==> src/rtl/drive_assist_seq_pkg.sv <==
// Shared types and constants for the drive_assist_seq assist-current engine.
package drive_pkg;

   typedef enum logic [2:0] {
      ST_IDLE,
      ST_MUL1,
      ST_MUL2,
      ST_MUL3,
      ST_SAT
   } drive_state_t;

   localparam logic [11:0] TORQUE_MIN_DEF  = 12'h380;
   localparam logic [11:0] SLEW_STEP_DEF   = 12'h040;

   localparam int INCLINE_SAT_MAX = 511;
   localparam int INCLINE_SAT_MIN = -512;
   localparam int CADENCE_OFFSET  = 32;

   localparam int ACC_W   = 30;
   localparam int CURR_W  = 12;
   localparam int MUL_A_W = 27;
   localparam int MUL_B_W = 9;

endpackage : drive_pkg

==> src/rtl/drive_assist_seq_if.sv <==
// Handshake and operand bundle between sensor conditioning, the assist
// engine and the motor current loop.
interface drive_assist_seq_if;
   import drive_pkg::*;

   logic              start;
   logic [11:0]       avg_torque;
   logic [4:0]        cadence;
   logic              not_pedaling;
   logic [12:0]       incline;
   logic [2:0]        scale;
   logic              busy;
   logic              done;
   logic [CURR_W-1:0] target_curr;

   // Requester side: drives the operands and start, observes the result.
   modport master (
      output start, avg_torque, cadence, not_pedaling, incline, scale,
      input  busy, done, target_curr
   );

   // Engine side.
   modport slave (
      input  start, avg_torque, cadence, not_pedaling, incline, scale,
      output busy, done, target_curr
   );

endinterface : drive_assist_seq_if

==> src/rtl/drive_mul_unit.sv <==
// Shared combinational 27x9 multiplier; the product is truncated to the
// 30-bit accumulator width.
module drive_mul_unit
   import drive_pkg::*;
(
   input  logic [MUL_A_W-1:0] a,
   input  logic [MUL_B_W-1:0] b,
   output logic [ACC_W-1:0]   p
);

   // Both operands widened to the accumulator width so the product is
   // evaluated at 30 bits and the upper bits simply fall away.
   assign p = {3'b000, a} * {21'd0, b};

endmodule : drive_mul_unit

==> src/rtl/drive_assist_seq.sv <==
// Sequenced assist-current engine: captures operands on start, forms
// torque * incline * cadence * scale on one shared multiplier over three
// cycles, then saturates into a registered 12-bit target current.
// Optional feature: define DRIVE_SLEW_EN to rate-limit target_curr changes
// to SLEW_STEP per update.
module drive_assist_seq
   import drive_pkg::*;
#(
   parameter logic [11:0] TORQUE_MIN = TORQUE_MIN_DEF
`ifdef DRIVE_SLEW_EN
   ,
   parameter logic [11:0] SLEW_STEP  = SLEW_STEP_DEF
`endif
) (
   input  logic               clk,
   input  logic               rst,
   drive_assist_seq_if.slave  bus
);

   drive_state_t      state;
   logic [ACC_W-1:0]  acc;
   logic              busy;
   logic              done;
   logic [CURR_W-1:0] target_curr;

   // Latched operands for the computation in flight.
   logic [12:0]       torque_q;
   logic [8:0]        incline_q;
   logic [5:0]        cadence_q;
   logic [2:0]        scale_q;
   logic              not_pedaling_q;

   // Operand conditioning (evaluated from the live inputs, used on capture).
   logic [12:0]        torque_diff;
   logic [12:0]        torque_pos;
   logic signed [12:0] incline_s;
   logic signed [9:0]  incline_sat;
   logic signed [10:0] incline_factor;
   logic [8:0]         incline_lim;
   logic [5:0]         cadence_factor;

   logic               capture;

   assign capture = (state == ST_IDLE) && bus.start;

   // Condition the raw sensor operands into multiplier-ready magnitudes.
   always_comb begin
      torque_diff = {1'b0, bus.avg_torque} - {1'b0, TORQUE_MIN};
      torque_pos  = torque_diff[12] ? 13'd0 : torque_diff;

      incline_s = bus.incline;
      if (incline_s > INCLINE_SAT_MAX)
         incline_sat = 10'(INCLINE_SAT_MAX);
      else if (incline_s < INCLINE_SAT_MIN)
         incline_sat = 10'(INCLINE_SAT_MIN);
      else
         incline_sat = incline_s[9:0];

      incline_factor = {incline_sat[9], incline_sat} + 11'sd256;
      if (incline_factor < 11'sd0)
         incline_lim = 9'd0;
      else if (incline_factor > 11'sd511)
         incline_lim = 9'd511;
      else
         incline_lim = incline_factor[8:0];

      cadence_factor = (bus.cadence > 5'd1)
                     ? 6'(bus.cadence) + 6'(CADENCE_OFFSET) : 6'd0;
   end

   // Hold the conditioned operands so later input changes cannot disturb
   // the computation in flight.
   // NOTE: datapath holding registers carry no reset; they are always
   // loaded on capture before any state that reads them is entered.
   always_ff @(posedge clk) begin
      if (capture) begin
         torque_q       <= torque_pos;
         incline_q      <= incline_lim;
         cadence_q      <= cadence_factor;
         scale_q        <= bus.scale;
         not_pedaling_q <= bus.not_pedaling;
      end
   end

   // Route the appropriate operand pair to the shared multiplier per step.
   logic [MUL_A_W-1:0] mul_a;
   logic [MUL_B_W-1:0] mul_b;
   logic [ACC_W-1:0]   mul_p;

   always_comb begin
      // NOTE: every combinational output gets a default first so no path
      // through the case leaves it unassigned and a latch is inferred.
      mul_a = '0;
      mul_b = '0;
      unique case (state)
         ST_MUL1: begin
            mul_a = {14'd0, torque_q};
            mul_b = incline_q;
         end
         ST_MUL2: begin
            mul_a = acc[MUL_A_W-1:0];
            mul_b = {3'b000, cadence_q};
         end
         ST_MUL3: begin
            mul_a = acc[MUL_A_W-1:0];
            mul_b = {6'd0, scale_q};
         end
         default: ;
      endcase
   end

   drive_mul_unit u_mul (
      .a (mul_a),
      .b (mul_b),
      .p (mul_p)
   );

   // Saturate the accumulator and, when enabled, rate-limit the new target.
   logic [CURR_W-1:0] result;
   logic [CURR_W-1:0] target_next;

   always_comb begin
      result = (|acc[ACC_W-1:27]) ? 12'hFFF : acc[26:15];
      if (not_pedaling_q)
         result = '0;
`ifdef DRIVE_SLEW_EN
      begin
         logic [12:0] cur13;
         logic [12:0] res13;
         cur13 = {1'b0, target_curr};
         res13 = {1'b0, result};
         if (res13 > cur13)
            target_next = ((res13 - cur13) > {1'b0, SLEW_STEP})
                        ? 12'(cur13 + {1'b0, SLEW_STEP}) : result;
         else
            target_next = ((cur13 - res13) > {1'b0, SLEW_STEP})
                        ? 12'(cur13 - {1'b0, SLEW_STEP}) : result;
      end
`else
      target_next = result;
`endif
   end

   // Sequencer: IDLE -> MUL1 -> MUL2 -> MUL3 -> SAT -> IDLE, with
   // registered busy/done/target outputs.
   always_ff @(posedge clk) begin
      if (rst) begin
         state       <= ST_IDLE;
         acc         <= '0;
         busy        <= 1'b0;
         done        <= 1'b0;
         target_curr <= '0;
      end else begin
         // NOTE: sequential state uses non-blocking assignments so every
         // register samples the pre-edge values of its neighbours.
         done <= 1'b0;
         unique case (state)
            ST_IDLE: begin
               if (bus.start) begin
                  busy  <= 1'b1;
                  state <= ST_MUL1;
               end
            end
            ST_MUL1: begin
               acc   <= mul_p;
               state <= ST_MUL2;
            end
            ST_MUL2: begin
               acc   <= mul_p;
               state <= ST_MUL3;
            end
            ST_MUL3: begin
               acc   <= mul_p;
               state <= ST_SAT;
            end
            ST_SAT: begin
               target_curr <= target_next;
               done        <= 1'b1;
               busy        <= 1'b0;
               state       <= ST_IDLE;
            end
            default: state <= ST_IDLE;
         endcase
      end
   end

   assign bus.busy        = busy;
   assign bus.done        = done;
   assign bus.target_curr = target_curr;

endmodule : drive_assist_seq
==> src/flat_wrapper.sv <==
// flat-port wrapper written by rule: the top's interface ports become plain ports
module drive_assist_seq_flat import drive_pkg::*;
#(
   parameter logic [11:0] TORQUE_MIN = TORQUE_MIN_DEF

)
  (clk, rst, bus_start, bus_avg_torque, bus_cadence, bus_not_pedaling, bus_incline, bus_scale, bus_busy, bus_done, bus_target_curr);
  drive_assist_seq_if bus_i ();
  input  logic clk;
  input  logic rst;
  input wire logic [$bits(bus_i.start)-1:0] bus_start;
  input wire logic [$bits(bus_i.avg_torque)-1:0] bus_avg_torque;
  input wire logic [$bits(bus_i.cadence)-1:0] bus_cadence;
  input wire logic [$bits(bus_i.not_pedaling)-1:0] bus_not_pedaling;
  input wire logic [$bits(bus_i.incline)-1:0] bus_incline;
  input wire logic [$bits(bus_i.scale)-1:0] bus_scale;
  output wire logic [$bits(bus_i.busy)-1:0] bus_busy;
  output wire logic [$bits(bus_i.done)-1:0] bus_done;
  output wire logic [$bits(bus_i.target_curr)-1:0] bus_target_curr;
  assign bus_i.start = bus_start;
  assign bus_i.avg_torque = bus_avg_torque;
  assign bus_i.cadence = bus_cadence;
  assign bus_i.not_pedaling = bus_not_pedaling;
  assign bus_i.incline = bus_incline;
  assign bus_i.scale = bus_scale;
  assign bus_busy = bus_i.busy;
  assign bus_done = bus_i.done;
  assign bus_target_curr = bus_i.target_curr;
  drive_assist_seq #(.TORQUE_MIN(TORQUE_MIN)) u_core (.clk(clk), .rst(rst), .bus(bus_i));
endmodule
==> config.mk <==
export PLATFORM = sky130hd
export DESIGN_NAME = drive_assist_seq_flat
export DESIGN_NICKNAME = d
export VERILOG_FILES = /design/src/rtl/drive_assist_seq_pkg.sv /design/src/rtl/drive_assist_seq_if.sv /design/src/rtl/drive_mul_unit.sv /design/src/rtl/drive_assist_seq.sv /design/src/flat_wrapper.sv
export SDC_FILE = /design/constraint.sdc
export NUM_CORES = 1
export LEC_CHECK = 0
export CORE_MARGIN = 2
export CORE_UTILIZATION = 35
export DETAILED_ROUTE_END_ITERATION = 7
export MAX_ROUTING_LAYER = met4
export PLACE_DENSITY = 0.56
export SLEW_MARGIN = 20
export SYNTH_ARGS = -nofsm -noshare
export SYNTH_HDL_FRONTEND = slang
export SYNTH_SLANG_ARGS = --single-unit
export TNS_END_PERCENT = 5
==> constraint.sdc <==
create_clock -name clk -period 5.4 [get_ports clk]
set_input_delay 0.81 -clock clk [delete_from_list [all_inputs] [get_ports clk]]
set_output_delay 0.81 -clock clk [all_outputs]
set_load 0.01 [all_outputs]
## After elaboration in Yosys (flattened, before gate mapping)

Index checks and enable logic that the tools add are counted.

| word-level totals | value |
|---|---|
| register bits | 79 |
| input port bits | 37 |
| output and inout bits | 14 |

| operators by class | value |
|---|---|
| add/sub/neg operators | 3 |
| multiply operators | 1 |
| magnitude comparators | 5 |
| equal/unequal tests | 5 |
| multiplexer cells | 12 |
| reduce and logical (&&, ||, !) cells | 7 |

Operator list:

| cell | number |
|---|---|
| case mux 27 bit (2 select lines) | 1 |
| multiplier 27 x 9 -> 30 bit | 1 |
| case mux 9 bit (3 select lines) | 1 |
| two-way mux 12 bit | 2 |
| two-way mux 10 bit | 2 |
| > comparator 13 x 10 -> 1 bit, second input constant | 1 |
| less-than comparator 13 x 10 -> 1 bit, second input constant | 1 |
| subtractor 12 x 10 -> 13 bit, second input constant | 1 |
| case mux 3 bit (4 select lines) | 1 |
| adder 10 x 10 -> 11 bit, second input constant | 1 |
| > comparator 11 x 10 -> 1 bit, second input constant | 1 |
| less-than comparator 11 x 1 -> 1 bit, second input constant | 1 |
| two-way mux 9 bit | 1 |
| adder 5 x 6 -> 6 bit, second input constant | 1 |
| equality test 3 x 2 -> 1 bit, second input constant | 2 |
| OR reduction 3 bit | 2 |
| > comparator 5 x 1 -> 1 bit, second input constant | 1 |
| equality test 3 x 1 -> 1 bit, second input constant | 1 |
| equality test 3 bit, second input constant | 1 |
| zero test 3 bit | 1 |
| two-way mux 3 bit | 1 |
| two-way mux 1 bit | 2 |
| inequality test 2 bit, second input constant | 1 |
| case mux 1 bit (2 select lines) | 1 |
| other kinds (4) | 4 |

## Logic depth before layout (Yosys ltp)

| logic depth | value |
|---|---|
| word-level depth | 6 |
| gate-level depth with buffers | 25 |

## Modules after synthesis

Synthesis repeated with hierarchy kept, for this count alone.

| unflattened totals | value |
|---|---|
| cell total of the unflattened synthesis | 1172 |
| area, all modules | 10321.1 sq um |

By module, submodules not included:

| module | times used | cells an instance | area each (sq um) | sequential area each (sq um) |
|---|---|---|---|---|
| drive_mul_unit | 1 | 787 | 6697.7 | 0.0 |
| drive_assist_seq | 1 | 385 | 3623.5 | 1871.8 |

## Least setup slack after synthesis

No wires, ideal clock.

| timing path | value |
|---|---|
| kind | reg-to-reg |
| start | register u_core.state[0] |
| end | register u_core.acc[29] |
| setup time | 0.117 ns |
| arrival | 5.906 ns |
| setup slack | -0.623 ns |
| stages on the path, launching flop included | 24 |
| buffers on the path | 4 |
| cells stage by stage | dfxtp_1 > clkbuf_1 > nor2b_1 > nor2b_1 > clkbuf_1 > nand2_1 > clkbuf_1 > nor2_1 > fa_1 > fa_1 > fa_1 > inv_1 > fa_1 > inv_1 > ha_1 > a21o_1 > o21bai_1 > and3_1 > or3_1 > buf_2 > o31ai_4 > o21ai_1 > xnor2_1 > a22o_1 |

| on the way | value |
|---|---|
| word-level cells in the longest chain between the ends | 4 |
| elaborated cells between the ends (all ways) | 8 |
| classes of those cells | mul: 1; eq/ne: 3; mux: 2; reduce/logical: 2 |

Ends and longest elaborated chain:

| what | line | RTL |
|---|---|---|
| from (decl) | drive_assist_seq.sv:20 | `drive_state_t state;` |
| from (signal assigned) | drive_assist_seq.sv:148 | `state <= ST_IDLE;` |
| from (signal assigned) | drive_assist_seq.sv:161 | `state <= ST_MUL1;` |
| from (signal assigned) | drive_assist_seq.sv:166 | `state <= ST_MUL2;` |
| equality test 3 x 2 -> 1 bit | drive_assist_seq.sv:95, drive_assist_seq.sv:157 |  |
| OR reduction 2 bit (no line) | n/a |  |
| case mux 27 bit (2 select lines) | drive_assist_seq.sv:95 | `unique case (state)` |
| multiplier 27 x 9 -> 30 bit | drive_mul_unit.sv:13 | `assign p = {3'b000, a} * {21'd0, b};` |
| to (signal assigned) | drive_assist_seq.sv:165 | `acc <= mul_p;` |
| to (signal assigned) | drive_assist_seq.sv:169 | `acc <= mul_p;` |
| to (signal assigned) | drive_assist_seq.sv:173 | `acc <= mul_p;` |
| to (decl) | drive_assist_seq.sv:21 | `logic [ACC_W-1:0] acc;` |

Several ways; a longest one is shown, not always the timed one.
A chain may end at the register's enable or synchronous reset.

## Worst setup path after layout

Same ends and word-level chain as after synthesis.

==> impl_metrics.tcl <==
set metrics [dict create \
    timing.rr.end "u_core.acc[29]$_SDFFE_PP0P_" \
    die_area_um2 28720 \
    antenna_found_initial 0 \
    htreeDepth 3 \
    drv_slew 0 \
    p_clk_frac 0.250 \
    worst_setup_path_start_kind "flop" \
    ir_drop_mv 0.2150 \
    power_density_nw_per_um2 182.6 \
    nFillCells 2524 \
    min_period_ps 5527 \
    clkSinkCount 78 \
    syn_avg_cell_area_um2 8.752 \
    clock_path_buffers 2 \
    final-hold-violation-count 0 \
    path_max_fanout 8 \
    clock_latency_ps 330 \
    period_share 1.024 \
    grt_max_degree 36 \
    end_kind "flop" \
    status "complete, but fails checks" \
    cap_violations 0 \
    num_rows 60 \
    clk_pin_slew_ps 60 \
    final_cell_mix "inv_1 (175), fa_1 (157), buf_4 (133), nor2_1 (132), nand2_1 (90)" \
    power_leakage_nw 5.778 \
    slew_headroom 0.3943 \
    p_int_w 0.001487 \
    p_sw_frac 0.3562 \
    p_switching_w 0.0008224 \
    dieWidth_um 169.5 \
    synth_cell_types 52 \
    grt_pass1_wl_mm 41.58 \
    power_w 0.002309 \
    worstMarginPinSlew_ps 905.8 \
    cp.required_ps 5620 \
    ys_seq_area_frac 0.1953 \
    ios 51 \
    synth_flop_cell "dfxtp_1" \
    yosys_warnings 0 \
    drt_iter0_markers 383 \
    final_nets 1530 \
    die_h_um 169.5 \
    comb_power_share 0.436 \
    core-area_um2 26950 \
    dpl_cell_area_um2 11810 \
    grt_usage 0.1878 \
    hold_slack_ps 473.7 \
    routedWlPerCell_um 14.97 \
    final_cell_area_um2 12640 \
    place_congestion 0.8735 \
    drive_gt1_frac 0.2274 \
    grt.overflow.total 0 \
    fmax_mhz 180.9 \
    rsz0062_at_grt "yes" \
    vias 7791 \
    seqCellArea_um2 1879 \
    worstSetupEndpoint "u_core.acc[29]$_SDFFE_PP0P_" \
    drtAntennaViolNets 0 \
    totalWireLength_mm 24.47 \
    drc 0 \
    synth_top_area_frac 0.3405 \
    violations "negative setup slack" \
    p_seq_frac 0.313 \
    synth_largest_area_cell "fa_1" \
    fin_skew_ps 9.731 \
    path_class "flop to flop" \
    reg2reg_depth 22 \
    synth_seq_cells 78 \
    cts_tree "yes" \
    reg2reg_slack_ps -130 \
    hp-class "flop to flop" \
    pre_cts_slack_ps -331.2 \
    multi_input_area_um2 7415 \
    arrival_ps 5750 \
    finalSetupViolations 7 \
    antennaDiodeCount 0 \
    fin_ws_ps -127.4 \
    syn_area_um2 9583 \
    area_growth_pct 31.95 \
    cts_buffers 9 \
    viasPerCell 4.768 \
    initial_core_util 0.3556 \
    synthCells 1095 \
    cts-root-buf "clkbuf_16" \
    async_flop_share 0 \
    io_buffers 50 \
    grt_pass1_vias 8252 \
    utilization 0.4692 \
    synthTopCellsByArea "fa_1 (34%), dfxtp_1 (9.8%), edfxtp_1 (9.7%)" \
    place_hpwl_mm 20.29 \
    first_pass_iters 4 \
    synth-edff-count 31 \
    r2r_start "u_core.state[0]$_SDFFE_PP0P_" \
    crit_start "u_core.state[0]$_SDFFE_PP0P_" \
    final_common_cell "inv_1" \
]
## metrics by stage
step / setup TNS (ps) / std cells
after floorplan: 0 / 1123
after global placement: -2580 / 1594
after detailed placement: -2597 / 1594
after CTS: -460.3 / 1624
after global routing: -3277 / 1634
final: -357.1 / 1634
## critical path: stages, from the launching register on
cell,delay (ps)
dfxtp_4,360
nor2b_4,140
nor2b_4,300
buf_6,160
buf_4,120
a22oi_2,50
buf_4,180
nor2_1,140
fa_1,460
fa_1,510
fa_1,490
inv_1,50
fa_1,490
inv_2,40
ha_4,200
a21o_1,170
o21bai_4,170
and3_4,170
or3_4,420
o31ai_4,310
o21ai_1,130
xnor2_1,140
a22o_1,210
## cell usage after synthesis (3+ instances only)
cell,n
o21a_1,5
mux2_2,3
a21oi_1,57
ha_1,42
nand2_1,98
buf_2,3
fa_1,163
and3_1,8
a22oi_1,19
nand2b_1,3
and2_1,3
a211oi_1,4
inv_1,185
nor3_1,20
o21ai_0,15
a21o_1,10
dfxtp_1,47
nand3_1,48
or2_2,5
clkbuf_1,53
nand4_1,3
nor2b_1,18
a22o_1,23
xor2_1,8
xnor2_1,24
nor2_1,162
nand4b_1,3
edfxtp_1,31
## routing by layer
layer,global-route usage,routed length (um)
met2,0.2978,11490
met3,0.02355,1224
met5,-,0
met4,0.04013,307
met1,0.2598,11450
## cell type report
cell class | count | share of cell area
clock buffer | 11 | 0.02088
clock inverter | 5 | 0.002375
inverter | 185 | 0.05492
multi-input combinational | 803 | 0.5864
sequential | 78 | 0.1486
tap | 341 | 0.03374
timing repair buffer | 211 | 0.1531
## what timing repair did
| item | in CTS | in global routing |
|---|---|---|
| endpoints found under the setup margin | 15 | 16 |
| gates resized for setup | 37 | 54 |
| cloned | 0 | 1 |
| pin swaps | 36 | 49 |
| hold endpoints to repair | 0 | 0 |
| hold buffers | 0 | 0 |
| setup buffers | 14 | 10 |
## power by group through the flow
| stage | clock, W | sequential, W | combinational, W |
|---|---|---|---|
| after floorplan | 0 | 0.000712 | 0.000635 |
| after CTS | 0.000591 | 0.000722 | 0.000974 |
| after detailed placement | 0 | 0.000733 | 0.000938 |
| after global placement | 0 | 0.000733 | 0.000933 |
| after global routing | 0.000616 | 0.000729 | 0.00113 |
| final | 0.000578 | 0.000724 | 0.00101 |
## state kept, by name (all words and copies together), names as in the netlist
name,count
u_core.cadence_q,6
u_core.bus.target_curr,12
u_core.not_pedaling_q,1
u_core.state,3
u_core.torque_q,12
u_core.incline_q,9
u_core.bus.busy,1
u_core.scale_q,3
u_core.bus.done,1
u_core.acc,30
## worst min-delay path by stage
stage	from	end	slack, ps	cells after the start
2_1_floorplan	u_core.acc[29]$_SDFFE_PP0P_	u_core.acc[29]$_SDFFE_PP0P_	430	1
3_3_place_gp	u_core.acc[28]$_SDFFE_PP0P_	u_core.acc[28]$_SDFFE_PP0P_	460	1
3_5_place_dp	u_core.acc[29]$_SDFFE_PP0P_	u_core.acc[29]$_SDFFE_PP0P_	450	1
4_1_cts	u_core.acc[29]$_SDFFE_PP0P_	u_core.acc[29]$_SDFFE_PP0P_	470	1
5_1_grt	u_core.acc[29]$_SDFFE_PP0P_	u_core.acc[29]$_SDFFE_PP0P_	500	1
6_report	u_core.acc[29]$_SDFFE_PP0P_	u_core.acc[29]$_SDFFE_PP0P_	470	1
## cell families (layout without fill, tap and decap cells)
| family | count (synthesis) | in the layout | synth area share |
|---|---|---|---|
| AOI/OAI and AO/OA | 153 | 153 | 0.1072 |
| xor gates and xnor gates | 32 | 32 | 0.02925 |
| adders and majority gates | 205 | 205 | 0.3954 |
| buffers and inverters | 242 | 412 | 0.09518 |
| DFF | 78 | 78 | 0.1953 |
| muxes | 4 | 4 | 0.004570 |
| other | 2 | 30 | 0.0007837 |
| and+or+nand+nor | 379 | 379 | 0.1723 |
No activity file was read; power rests on OpenSTA's default activity.
